File: src/rtl/dmem_store_buffer.sv
// Posted-write store buffer between the M-stage data port and data memory.
// Stores enter a small FIFO in one cycle and drain over a req/ack handshake;
// loads are answered combinationally with youngest-match forwarding.
module dmem_store_buffer #(
    parameter int unsigned WIDTH     = 32,
    parameter int unsigned DMEMDEPTH = 14,
    parameter int unsigned DEPTH     = 4,
    parameter int unsigned PTRBITS   = 2
) (
    input  logic                 clk,
    input  logic                 rst,
    input  logic [WIDTH-1:0]     cpu_addr,
    input  logic [WIDTH-1:0]     cpu_wdata,
    input  logic                 cpu_memwrite,
    output logic [WIDTH-1:0]     cpu_rdata,
    output logic                 full,
    output logic                 empty,
    output logic                 overflow,
    output logic                 mem_req,
    output logic [DMEMDEPTH-1:0] mem_addr,
    output logic [WIDTH-1:0]     mem_wdata,
    input  logic                 mem_ack,
    output logic [DMEMDEPTH-1:0] mem_raddr,
    input  logic [WIDTH-1:0]     mem_rdata
);

    localparam int unsigned CNTBITS = PTRBITS + 1;

    localparam logic [0:0] ST_IDLE = 1'b0;
    localparam logic [0:0] ST_REQ  = 1'b1;

    logic [0:0]           state_q, state_d;
    logic [PTRBITS-1:0]   head_q, head_d;
    logic [PTRBITS-1:0]   tail_q, tail_d;
    logic [CNTBITS-1:0]   count_q, count_d;
    logic                 overflow_q, overflow_d;
    logic [DEPTH-1:0]     valid_q, valid_d;
    logic [DMEMDEPTH-1:0] idx_q [DEPTH];
    logic [DMEMDEPTH-1:0] idx_d [DEPTH];
    logic [WIDTH-1:0]     data_q [DEPTH];
    logic [WIDTH-1:0]     data_d [DEPTH];

    logic [DMEMDEPTH-1:0] cpu_widx;
    logic                 pop;
    logic                 push;
    logic                 drop;
    logic                 unused_addr_bits;

    // Word index of the current access; byte offset and high bits are ignored
    assign cpu_widx         = cpu_addr[DMEMDEPTH+1:2];
    assign unused_addr_bits = ^{cpu_addr[1:0], cpu_addr[WIDTH-1:DMEMDEPTH+2]};

    // Status flags and memory-side head view, all from registered state
    assign full      = (count_q == CNTBITS'(DEPTH));
    assign empty     = (count_q == CNTBITS'(0));
    assign overflow  = overflow_q;
    assign mem_req   = (state_q == ST_REQ);
    assign mem_addr  = idx_q[head_q];
    assign mem_wdata = data_q[head_q];
    assign mem_raddr = cpu_widx;

    // A pop frees a slot in the same cycle, so a store into a full buffer still fits
    assign pop  = (state_q == ST_REQ) && mem_ack;
    assign push = cpu_memwrite && (!full || pop);
    assign drop = cpu_memwrite && full && !pop;

    // Pointer, count, valid, overflow and drain-FSM next state
    always_comb begin
        state_d    = state_q;
        head_d     = head_q;
        tail_d     = tail_q;
        count_d    = count_q;
        overflow_d = overflow_q;
        valid_d    = valid_q;

        if (pop) begin
            valid_d[head_q] = 1'b0;
            head_d          = head_q + PTRBITS'(1);
        end
        // Set after the clear: on a full buffer tail and head coincide
        if (push) begin
            valid_d[tail_q] = 1'b1;
            tail_d          = tail_q + PTRBITS'(1);
        end
        if (drop) begin
            overflow_d = 1'b1;
        end

        unique case ({push, pop})
            2'b10:   count_d = count_q + CNTBITS'(1);
            2'b01:   count_d = count_q - CNTBITS'(1);
            default: count_d = count_q;
        endcase

        case (state_q)
            ST_IDLE: if (push) state_d = ST_REQ;
            ST_REQ:  if (pop && (count_d == CNTBITS'(0))) state_d = ST_IDLE;
            default: state_d = ST_IDLE;
        endcase
    end

    // Entry payload written at the tail on an accepted store
    always_comb begin
        idx_d  = idx_q;
        data_d = data_q;
        if (push) begin
            idx_d[tail_q]  = cpu_widx;
            data_d[tail_q] = cpu_wdata;
        end
    end

    // Load forwarding: scan oldest to youngest so the youngest match wins
    always_comb begin
        logic [PTRBITS-1:0] slot;
        slot      = '0;
        cpu_rdata = mem_rdata;
        for (int unsigned i = 0; i < DEPTH; i++) begin
            slot = head_q + PTRBITS'(i);
            if (valid_q[slot] && (idx_q[slot] == cpu_widx)) begin
                cpu_rdata = data_q[slot];
            end
        end
    end

    // Control state with synchronous reset; pending entries are discarded
    always_ff @(posedge clk) begin
        if (rst) begin
            state_q    <= ST_IDLE;
            head_q     <= '0;
            tail_q     <= '0;
            count_q    <= '0;
            overflow_q <= 1'b0;
            valid_q    <= '0;
        end else begin
            state_q    <= state_d;
            head_q     <= head_d;
            tail_q     <= tail_d;
            count_q    <= count_d;
            overflow_q <= overflow_d;
            valid_q    <= valid_d;
        end
    end

    // Entry payload storage; qualified by valid bits, so no reset needed
    always_ff @(posedge clk) begin
        idx_q  <= idx_d;
        data_q <= data_d;
    end

endmodule

File: config.mk
export PLATFORM = sky130hd
export DESIGN_NAME = dmem_store_buffer
export DESIGN_NICKNAME = d
export VERILOG_FILES = /design/src/rtl/dmem_store_buffer.sv
export SDC_FILE = /design/constraint.sdc
export NUM_CORES = 1
export LEC_CHECK = 0
export BUFFER_PORTS_ARGS = -buffer_cell sky130_fd_sc_hd__buf_2
export CAP_MARGIN = 15
export CELL_PAD_IN_SITES_DETAIL_PLACEMENT = 0
export CELL_PAD_IN_SITES_GLOBAL_PLACEMENT = 1
export CORE_MARGIN = 4
export CORE_UTILIZATION = 51
export DETAILED_ROUTE_END_ITERATION = 16
export GPL_TIMING_DRIVEN = 0
export HOLD_SLACK_MARGIN = 0.08
export PLACE_DENSITY_LB_ADDON = 0.2
export SETUP_SLACK_MARGIN = 0.4
export SLEW_MARGIN = 20
export SYNTH_ARGS = -nofsm -noshare
export SYNTH_HDL_FRONTEND = slang
export SYNTH_SLANG_ARGS = --single-unit
File: constraint.sdc
create_clock -name clk -period 14.6 [get_ports clk]
set_clock_uncertainty 0.2 [all_clocks]
set_input_delay 3.65 -clock clk [delete_from_list [all_inputs] [get_ports clk]]
set_output_delay 3.65 -clock clk [all_outputs]
set_load 0.05 [all_outputs]
# After elaboration in Yosys (flattened, before gate mapping)
# Cells that the tools add are included.
dict set report classes {
  mux 52
  reduce_logical 17
  n_bitwise 9
  eq_ne 7
  addsub 6
  order_cmp 13
}
# operator n
set op_table {}
lappend op_table {{2-to-1 mux 32 bit} 13}
lappend op_table {{binary-select mux 32 bit (select 2 bit)} 4}
lappend op_table {{bitwise mux 128 bit} 1}
lappend op_table {{2-to-1 mux 14 bit} 9}
lappend op_table {{binary-select mux 14 bit (select 2 bit)} 4}
lappend op_table {{demux 32 bit (select 2 bit)} 1}
lappend op_table {{bitwise mux 56 bit} 1}
lappend op_table {{equality test 14 bit} 4}
lappend op_table {{demux 14 bit (select 2 bit)} 1}
lappend op_table {{>= comparator 3 bit (second input constant)} 5}
lappend op_table {{less-than comparator 2 x 3 -> 1 bit (second input constant)} 5}
lappend op_table {{NOT 2 -> 3 bit} 5}
lappend op_table {{logical AND 1 bit} 12}
lappend op_table {{binary-select mux 1 bit (select 2 bit)} 4}
lappend op_table {{2-to-1 mux 1 bit} 8}
lappend op_table {{2-to-1 mux 4 bit} 2}
lappend op_table {{logical NOT 3 bit} 2}
lappend op_table {{one-hot mux 3 bit (2 select lines)} 1}
lappend op_table {{adder 2 x 1 -> 2 bit (second input constant)} 2}
lappend op_table {{adder 2 bit (second input constant)} 2}
lappend op_table {{AND 4 bit} 1}
lappend op_table {{demux 1 bit (select 2 bit)} 2}
lappend op_table {{>= comparator 2 x 1 -> 1 bit (second input constant)} 2}
lappend op_table {{NOT 4 bit} 1}
lappend op_table {{11 further kinds} 12}
dict set report word_totals {
  in_bits 100
  output_inout_bits 96
  elab_cells 118
  ff_bits 197
}

# Logic depth before layout (Yosys ltp)
dict set report logic_depth {
  word_depth 10
  depth_mapped 21
  depth_no_buf 12
}

# Worst setup path after synthesis
# OpenSTA, ideal clock, no wires.
dict set report synth_path {
  path_kind {input to output}
  start {input port cpu_addr[9]}
  end {output port cpu_rdata[0]}
  slack_ns 4.391
  stages 7
  arrival_ns 6.359
  n_path_buf 1
  required_ns 10.750
  path_cell_list {clkbuf_1 a2bb2oi_1 a21oi_1 or4_1 nor4_2 a221oi_1 o21ai_0}
}
dict set report synth_between {
  elab_chain_len 6
  word_cells_on_any_way 12
  classes_between {eq/ne (4); mux (4); reduce/logical (4)}
}
# item line_no
set synth_rtl {}
lappend synth_rtl {{start, declared} 12} ;# input logic [WIDTH-1:0] cpu_addr,
lappend synth_rtl {{equality test 14 bit} 119} ;# if (valid_q[slot] && (idx_q[slot] == cpu_widx)) begin
lappend synth_rtl {{logical AND 1 bit} 119}
lappend synth_rtl {{2-to-1 mux 32 bit (3 in series)} 119}
lappend synth_rtl {{2-to-1 mux 32 bit *} 119}
lappend synth_rtl {{end, declared} 15} ;# output logic [WIDTH-1:0] cpu_rdata,
# Every way passes the cells marked *; elsewhere a longest branch is shown, timed or not.

# Worst setup path after layout
dict set report layout_path {
  start {input port cpu_addr[9]}
  end {output port cpu_rdata[14]}
}
# Same word-level chain as after synthesis.

==> run metrics <==
f_max=0.09177 GHz; switching pwr=between 0.5 and 0.6 mW; die width=166.0 um; Tot GR Track Use=0.2550; slew margin rel.=0.4102; Max FO, Critical Path=10; dpl cell area=0.01414 mm^2; Core ar.=0.02446 mm^2; Clk Latency, worst-skew pair=between 0.4 and 0.5 ns; # clock sinks=197; setup TNS=0 ns; PortBufs=177; min Tclk post-route=between 10 and 15 ns; power share of the clock group=0.280; Yosys cell types=58; fraction of layout instances using a drive strength above 1=0.3749; Yosys Warn Count=0; top-count cell post-synth=edfxtp_1; internal power=about 1.0 mW; I/O Pins=approximately 200; post-cts resize count=0; Final #Nets=between 1k and 1.5k; top cells by count, synth=edfxtp_1, mux4_2, nor2_1; initial core utilization=0.5203; DRT antenna net count=0; Post-CTS Setup Bufs=0; logic gate share of total power=0.291; worst vdd ir=0.07844 mV; Hold Buf Count CTS=0; Slew Viols, Final=0; Filler cells=2021; global-route wire length before repair=55420 um; via count=9467; Synth area leaders=edfxtp_1, mux4_2, mux2i_1, mux2_2, nor2_1; metal3 WL=2447 um; Seq pwr share=0.429; Die Height=about 170 um; Top Metal Used=met5; CTS tree=yes; Yosys reg bits=197; fin area=0.01470 mm^2; Clock transition at path regs=0.08 ns; initial antenna violation count=4; Area Overhead vs Synth=15.47%; RSZ-0062 raised after global routing=no; Post-Syn Instances=990; drt first pass iters=5; Post-Syn Area per Cell=12.86 um^2; Routed WL=35570 um; vias in the first global route=9680; placed cells=1495; Final Cycle Share=0.7463; Finished Core Util=0.6008; Slew @ Worst Pin=0.8847 ns; syn_nets=1100; Final Non-Filler Cells=1529; Post-synth ARST share=0; Post-Synthesis Cell Area=0.01273 mm^2; CTS Buf Count=17; largest net degree at the start of global routing=38; final hold vios=0; Worst setup SP type=input pin; Data arrival, critical path=7.05 ns; wire per inst=23.26 um; fin worst setup slack=3.703 ns; root buffer cell=clkbuf_16; FP Rows=57; clock buffer depth=2; grt ovf=0; multi-input logic area=0.006371 mm^2; Final setup viols=0; WL met2=17480 um; Metal-1 WL=15040 um; worst hold path type=register to register; Synth top area share=0.4341; drt via density=~6.2; switch share=0.3376; sequential fraction of the synthesis area=0.4545; DRT iter0 DRCs=767; Reg area=0.005786 mm^2; Crit. End Element=primary output; WHS=0.2837 ns; H-tree levels=4; cell taking the most area after synthesis=edfxtp_1; outcome=complete, no violations; die area=0.02755 mm^2; Static Leak=5.124 nW; required time of the critical path=between 10 and 15 ns; Power Total=1.580 mW; DRC=0; EDFF count, synth=184; MaxCap Viol Count=0; DP Worst Slack=3.701 ns; PwrDens=107.5 mW/mm^2; hpwl dp=25040 um; global placer's final weighted congestion=0.9109; crit path kind=input pin to primary output; top_reg_cell synth=edfxtp_1
==> power groups by stage <==
stage / clock network [mW] / logic (mW) / registers (mW)
after global routing: 0.475 / 0.489 / 0.680
after global placement: 0 / 0.448 / 0.690
after floorplan: 0 / 0.339 / 0.685
after CTS: 0.450 / 0.460 / 0.676
after detailed placement: 0 / 0.457 / 0.689
final: 0.443 / 0.460 / 0.677
==> final cells by class <==
class,count,area share
inverter,14,0.003575
buffer,98,0.03678
tap,324,0.02758
clock buffer,18,0.02920
timing repair buffer,181,0.06725
clock inverter,14,0.008172
multi-input combinational,681,0.4335
antenna,2,0.0003405
sequential,197,0.3936
==> path summary, 6_finish.rpt <==
kind                    start       endpoint  slack [ns]  depth (start not counted)
setup / recovery  cpu_addr[9]  cpu_rdata[14]        3.70                         11
hold / removal       overflow       overflow        0.28                          2
setup reg to reg    head_q[0]      head_q[1]        8.88                         17
hold reg to reg      overflow       overflow        0.28                          2
==> kinds of logic (layout without fill, tap and decap cells) <==
family          count (synthesis)  count (layout)  share of synthesized area
simple gates                  194             194                    0.06655
flops                         197             197                     0.4545
fa+ha+maj                      10              10                    0.01042
xor+xnor                       56              56                    0.03853
buf+inv                       112             325                    0.04649
compound gates                178             178                    0.09742
mux                           243             243                     0.2861
other cells                     0               2                          0
==> per-layer routing <==
| metal | track usage | vias up |
|---|---|---|
| met5 | 0 | - |
| met4 | 0.06313 | 4 |
| met3 | 0.04785 | 46 |
| met2 | 0.4254 | 425 |
| met1 | 0.3490 | 4758 |
| li1 | - | 4234 |
==> registers in the layout (all words and copies together) (netlist names) <==
name      count
data_q      128
count_q       3
mem_req       1
tail_q        2
overflow      1
idx_q        56
head_q        2
valid_q       4
==> layout by cell type (no fill, tap or decap), types with 20 or more instances in the layout <==
cell,n
a21oi_1,45
a221oi_2,20
buf_2,203
clkbuf_1,28
edfxtp_1,184
mux2_2,64
mux2i_1,80
mux4_2,89
nand2_1,76
nor2_1,82
o21ai_0,41
o21ai_1,30
xnor2_1,31
xor2_1,25
==> critical path, cell delays in order <==
cell and delay, ns:
buf_2 0.15, clkbuf_1 0.52, a22o_1 0.31, nor4_1 0.07, o211ai_1 0.32, nor4_2 0.17
a211oi_1 0.74, clkbuf_1 0.56, nand2_1 0.11, o21ai_1 0.14, buf_2 0.30
No activity file was read; power rests on OpenSTA's default activity.
